**src/rtl/bounce_emulator.sv**
```systemverilog
// Mechanical-switch emulator: turns a clean level into a bounded burst of LFSR chatter,
// then settles on the new level and pulses 'settled'.
module bounce_emulator #(
  parameter int          BOUNCE_TICKS = 10,
  parameter logic [15:0] SEED         = 16'hACE1
) (
  input  logic clk,
  input  logic rst,
  input  logic enable,
  input  logic clean_in,
  output logic bouncy_out,
  output logic busy,
  output logic settled
);

  localparam int          CNT_W    = (BOUNCE_TICKS > 2) ? $clog2(BOUNCE_TICKS) : 1;
  localparam logic [15:0] SEED_EFF = (SEED == 16'h0000) ? 16'hACE1 : SEED;
  localparam logic [CNT_W-1:0] LAST = CNT_W'(BOUNCE_TICKS - 1);

  typedef enum logic {IDLE = 1'b0, BOUNCE = 1'b1} state_t;

  state_t           state, state_nxt;
  logic [15:0]      lfsr, lfsr_nxt;
  logic [CNT_W-1:0] count, count_nxt;
  logic             target, target_nxt;
  logic             bouncy_nxt, busy_nxt, settled_nxt;

  // x^16 + x^14 + x^13 + x^11 + 1, shifting left
  function automatic logic [15:0] lfsr_step(input logic [15:0] l);
    return {l[14:0], l[15] ^ l[13] ^ l[12] ^ l[10]};
  endfunction

  always_ff @(posedge clk or negedge rst) begin
    if (!rst) begin
      state      <= IDLE;
      lfsr       <= SEED_EFF;
      count      <= '0;
      target     <= 1'b0;
      bouncy_out <= 1'b0;
      busy       <= 1'b0;
      settled    <= 1'b0;
    end else begin
      state      <= state_nxt;
      lfsr       <= lfsr_nxt;
      count      <= count_nxt;
      target     <= target_nxt;
      bouncy_out <= bouncy_nxt;
      busy       <= busy_nxt;
      settled    <= settled_nxt;
    end
  end

  always_comb begin
    state_nxt   = state;
    lfsr_nxt    = lfsr_step(lfsr);
    count_nxt   = count;
    target_nxt  = target;
    bouncy_nxt  = bouncy_out;
    busy_nxt    = busy;
    settled_nxt = 1'b0;
    case (state)
      IDLE: begin
        if (!enable) begin
          bouncy_nxt = clean_in;
          target_nxt = clean_in;
        end else if (clean_in != target) begin
          target_nxt = clean_in;
          count_nxt  = '0;
          busy_nxt   = 1'b1;
          state_nxt  = BOUNCE;
        end else begin
          bouncy_nxt = target;
        end
      end
      BOUNCE: begin
        // Priority: abort, then retarget (restarts window), then final count
        if (!enable) begin
          bouncy_nxt = clean_in;
          target_nxt = clean_in;
          count_nxt  = '0;
          busy_nxt   = 1'b0;
          state_nxt  = IDLE;
        end else if (clean_in != target) begin
          target_nxt = clean_in;
          count_nxt  = '0;
          bouncy_nxt = lfsr[0];
        end else if (count == LAST) begin
          bouncy_nxt  = target;
          busy_nxt    = 1'b0;
          settled_nxt = 1'b1;
          state_nxt   = IDLE;
        end else begin
          bouncy_nxt = lfsr[0];
          count_nxt  = count + CNT_W'(1);
        end
      end
      default: state_nxt = IDLE;
    endcase
  end

endmodule

```
**config.mk**
```make
export PLATFORM = sky130hd
export DESIGN_NAME = bounce_emulator
export DESIGN_NICKNAME = d
export VERILOG_FILES = /design/src/rtl/bounce_emulator.sv
export SDC_FILE = /design/constraint.sdc
export NUM_CORES = 1
export LEC_CHECK = 0
export BUFFER_PORTS_ARGS = -buffer_cell sky130_fd_sc_hd__buf_4
export CAP_MARGIN = 5
export CORE_MARGIN = 2
export CORE_UTILIZATION = 60
export CTS_CLUSTER_DIAMETER = 40
export DETAILED_ROUTE_END_ITERATION = 16
export PLACE_DENSITY = 0.79
export SKIP_CTS_REPAIR_TIMING = 1
export SLEW_MARGIN = 20
export SYNTH_ARGS = -nofsm -noshare
export SYNTH_HDL_FRONTEND = slang
export SYNTH_SLANG_ARGS = --single-unit
```
**constraint.sdc**
```tcl
create_clock -name clk -period 3.63 [get_ports clk]
set_clock_uncertainty 0.05 [all_clocks]
set_input_delay 0.363 -clock clk [delete_from_list [all_inputs] [get_ports clk]]
set_output_delay 0.363 -clock clk [all_outputs]
set_load 0.05 [all_outputs]
```
=== Yosys cells after proc, flatten, opt, wreduce, memory -nomap -nowiden ===
Index checks and enable logic that the tools add are counted.

* Output and inout bits: 3
* RAM bits: 0
* Memory bits (read-only): 0
* Latch bits: 0
* Word-level logic and storage cells: 53
* Input port bits: 4
* Memories: 0
* Flip-flop bits (word level): 25

* Equal/unequal tests: 9
* Reduce and logical (&&, ||, !) cells: 2
* Muxes and demuxes: 30
* Div/mod/pow operators: 0
* $add $sub $neg: 1
* Bitwise gates (word level): 4
* $mul: 0
* Order comparisons: 0
* Shifts and indexed selects: 0

{| class="wikitable"
|+ Operators by type and width
! kind !! count
|-
| $mux W1 || 21
|-
| $mux W4 || 5
|-
| $pmux W4 S2 || 1
|-
| $ne A3 B3 Y1 const B || 2
|-
| $pmux W1 S2 || 3
|-
| $add A4 B1 Y4 const B || 1
|-
| $eq A4 B4 Y1 const B || 1
|-
| $ne A2 B2 Y1 const B || 2
|-
| $ne A4 B4 Y1 const B || 1
|-
| $reduce_and A4 Y1 || 1
|-
| $ne A3 B2 Y1 const B || 1
|-
| $reduce_and A3 Y1 || 1
|-
| $xor A1 B1 Y1 || 3
|-
| $ne A2 B1 Y1 const B || 1
|-
| $ne A1 B1 Y1 || 1
|-
| $not A1 Y1 || 1
|}

=== Logic depth before layout (Yosys ltp) ===
* Word-level depth: 5
* Mapped depth: 5
* Mapped depth without buffers: 5

=== Worst setup path after synthesis ===
Ideal clock, no wire load.

* Kind: reg-to-reg
* From: register count[1]
* To: register bouncy_out
* Path buffers: 0
* Data arrival time: 1.445 ns
* Setup time: 0.126 ns
* Clock period less this slack: 1.621 ns
* Stages on the path, launching flop included: 6
* Data required time: 3.454 ns
* Slack: 2.009 ns
* Path through: dfrtp_1 -> inv_1 -> ha_1 -> nand3b_4 -> or3b_1 -> a311o_1

* Cells in the longest elaborated chain, start to end: 5

{| class="wikitable"
|+ Ends and longest elaborated chain
! item !! line !! text
|-
| from (decl) || 24 || <nowiki>logic [CNT_W-1:0] count, count_nxt;</nowiki>
|-
| from (signal assigned) || 45 || <nowiki>count <= count_nxt;</nowiki>
|-
| $eq A4 B4 Y1 || 87 || <nowiki>end else if (count == LAST) begin</nowiki>
|-
| $mux W1 || 87 ||
|-
| $mux W1 || 83 || <nowiki>end else if (clean_in != target) begin</nowiki>
|-
| $mux W1 || 77 || <nowiki>if (!enable) begin</nowiki>
|-
| $pmux W1 S2 || 61 || <nowiki>case (state)</nowiki>
|-
| to (signal assigned) || 47 || <nowiki>bouncy_out <= bouncy_nxt;</nowiki>
|-
| to (decl) || 11 || <nowiki>output logic bouncy_out,</nowiki>
|}

Every way passes these cells.
A chain may end at the register's enable or synchronous reset.

=== Final worst setup path ===
Same ends and word-level chain as after synthesis.

==> qor.csv <==
stage,metric,value,unit
run_status,status,"complete, no violations",
placed_design,hpwl,1.13,mm
global_routing,grt_remaining_overflow,0,
power,p_per_area,433,mW/mm2
floorplanning,core_area,0.00154,mm2
finish,drive_above_1_share,27.1,%
routing,first_pass_iters,4,
job,maxCapViolCount,0,
timing,report.final.hold_viol_count,0,
floorplanning,die_area,0.00203,mm2
timing,final-max-slew-violation-count,0,
clock_network,cts-root-buf,clkbuf_4,
power,p_switching,0.123,mW
finish,post-route-util,70.8,%
global_routing,grt_pass1_wl,2.73,mm
logic_synthesis,yosysWarningCount,0,
placed_design,post-place-ws,1.91,ns
logic_synthesis,synth_fp_nets,83,
placed_design,dp_cells,96,
finish,most-common-layout-cells,"dfrtp_1, dfstp_2, o21ai_0, buf_4, nand2_1",
global_routing,antenna_found_initial,0,
power,combPwrFrac,11.7,%
logic_synthesis,ys_types,32,
power,intPower,0.349,mW
clock_network,h-tree-depth,1,
finish,final_common_cell,dfrtp_1,
routing,vias_per_cell,5.79,
worst_setup_path,critPathArrivalTime,1.89,ns
logic_synthesis,synth_top_cell_by_area,dfrtp_1,
timing,fin_crit,1.74,ns
clock_network,clock-sinks,25,
timing,slew_headroom,50.3,%
finish,diodes,0,
logic_synthesis,synth_cells,77,
global_routing,groute.usage.overall,19.8,%
power,power_leakage,0.533,nW
floorplanning,fp.dieH,45.1,um
floorplanning,start_util,65.7,%
worst_setup_path,critical_path.startpoint_type,flip-flop,
worst_setup_path,endpoint_kind,flip-flop,
timing,tns,0,ns
power,p_clk_share,25.1,%
logic_synthesis,synthTopCellsByArea,"dfrtp_1, dfstp_2, o21ai_0",
logic_synthesis,yosysTopAreaCellShare,42.0,%
routing,wirelength,1.61,mm
power,ir_worst_vdd,0.374,mV
floorplanning,io_pins,7,
logic_synthesis,syn_area,0.00101,mm2
timing,setup_viol,0,
logic_synthesis,ys_ff_latch,25,
clock_network,numCtsBuffers,3,
clock_network,clk_latency,0.31,ns
min_path,hold_class,in -> reg,
clock_network,cts_tree,done,
logic_synthesis,synth.avg_cell_area,13.2,um2
worst_setup_path,crit_required,3.78,ns
finish,syn_to_final_growth,7.65,%
routing,drt_iter0_drc,6,
routing,dr_total_vias,585,
routing,ant_nets,0,
power,p_seq_share,63.2,%
placed_design,port_buffers,6,
timing,fmax,574,MHz
logic_synthesis,yosysSeqAreaShare,62.7,%
global_routing,grt_pass1_vias,577,
floorplanning,fp.dieW,45.1,um
clock_network,cts_max_path_buffers,2,
routing,drcViolationCount,0,
worst_setup_path,critPathKind,reg -> reg,
timing,fin_ws,1.89,ns
finish,fin_nets,92,
placed_design,place.gp.congestion,0.716,
finish,fillers,115,
finish,final_cells,101,
worst_setup_path,worst-path-max-fanout,7,
power,power.total,0.472,mW
timing,rsz0062_at_grt,no,
routing,drt-wirelength-per-cell,16.0,um
timing,fin_crit_sh,48.0,%
floorplanning,rows,14,
timing,worst_pin_slew,0.743,ns
global_routing,grt_max_degree,26,
power,p_sw_share,26.0,%
clock_network,clkSlewWorstSetupHoldPaths,0.13,ns
==> power groups by stage <==
stage	clock network, mW	logic [mW]	registers, mW
floorplan	0	0.0290	0.311
global placement	0	0.0538	0.303
detailed placement	0	0.0549	0.303
CTS	0.124	0.0552	0.298
global route	0.134	0.0620	0.301
finish	0.118	0.0551	0.299
==> sequential cells by signal, indices dropped and copies added (netlist names) <==
register / count
bouncy_out: 1
count: 4
target: 1
busy: 1
state: 1
lfsr: 16
settled: 1
==> Yosys cell counts <==
library cell,number
dfrtp_1,17
dfstp_2,8
o21ai_0,6
nand2_1,5
inv_1,4
a211o_1,3
nor2b_1,3
a21oi_1,2
ha_1,2
mux2i_1,2
nor2_1,2
xnor2_1,2
xor2_1,2
a21boi_0,1
a221oi_1,1
a311o_1,1
and2b_2,1
and4b_1,1
and4b_2,1
buf_4,1
clkbuf_1,1
clkbuf_8,1
mux2_2,1
nand3_1,1
nand3b_1,1
nand3b_4,1
nor3_1,1
o2111a_1,1
o211ai_1,1
o21bai_1,1
or2_2,1
or3b_1,1
==> cells by family (layout without fill, tap and decap cells) <==
kind of cell	after synthesis	in the layout	share of synthesized area, %
fa+ha+maj	2	2	2.47
xor+xnor	4	4	3.46
mux	3	3	3.09
simple gates	19	19	12.6
buf+inv	7	15	3.95
flops	25	25	62.7
compound gates	17	17	11.7
==> routing by layer <==
metal / track usage, % / vias up / wire length, um
met3: 7.20 / 2 / 54
li1: - / 283 / -
met4: 3.53 / 0 / 10
met5: 0 / - / 0
met2: 31.1 / 8 / 803
met1: 27.0 / 292 / 743
==> worst paths after layout <==
check	from	endpoint	slack, ns	cells after the start
min	clean_in	target$_DFFE_PN0P_	0.14	1
max	count[1]$_DFFE_PN0P_	bouncy_out$_DFFE_PN0P_	1.89	5
max reg2reg	count[1]$_DFFE_PN0P_	bouncy_out$_DFFE_PN0P_	1.89	5
max in group asynchronous	rst	lfsr[11]$_DFF_PN1_	2.83	2
min in group asynchronous	rst	lfsr[8]$_DFF_PN0_	0.41	2
min reg2reg	lfsr[5]$_DFF_PN1_	lfsr[6]$_DFF_PN1_	0.32	0
==> layout make-up <==
| type | instances | area (um2) | area share, % |
|---|---|---|---|
| sequential | 25 | 636 | 58.3 |
| multi-input combinational | 45 | 338 | 31.0 |
| timing repair buffer | 7 | 55.1 | 5.05 |
| clock buffer | 3 | 22.5 | 2.06 |
| tap | 16 | 20.0 | 1.83 |
| inverter | 4 | 15.0 | 1.38 |
| clock inverter | 1 | 5.00 | 0.459 |
==> worst max-delay path, cell delays in order, from the launching register on <==
cell and delay (ns):
dfrtp_1 0.43, inv_1 0.09, ha_1 0.21, nand3b_4 0.13, or3b_1 0.37, a311o_1 0.35
==> stage by stage <==
stage                     instance area, um2  hold slack, ns
after floorplan                         1010          0.0174
after global placement                  1050           0.222
after detailed placement                1050           0.225
after CTS                               1080          -0.132
after global routing                    1090           0.126
final                                   1090           0.138
Power figures use the tool's default switching activity.
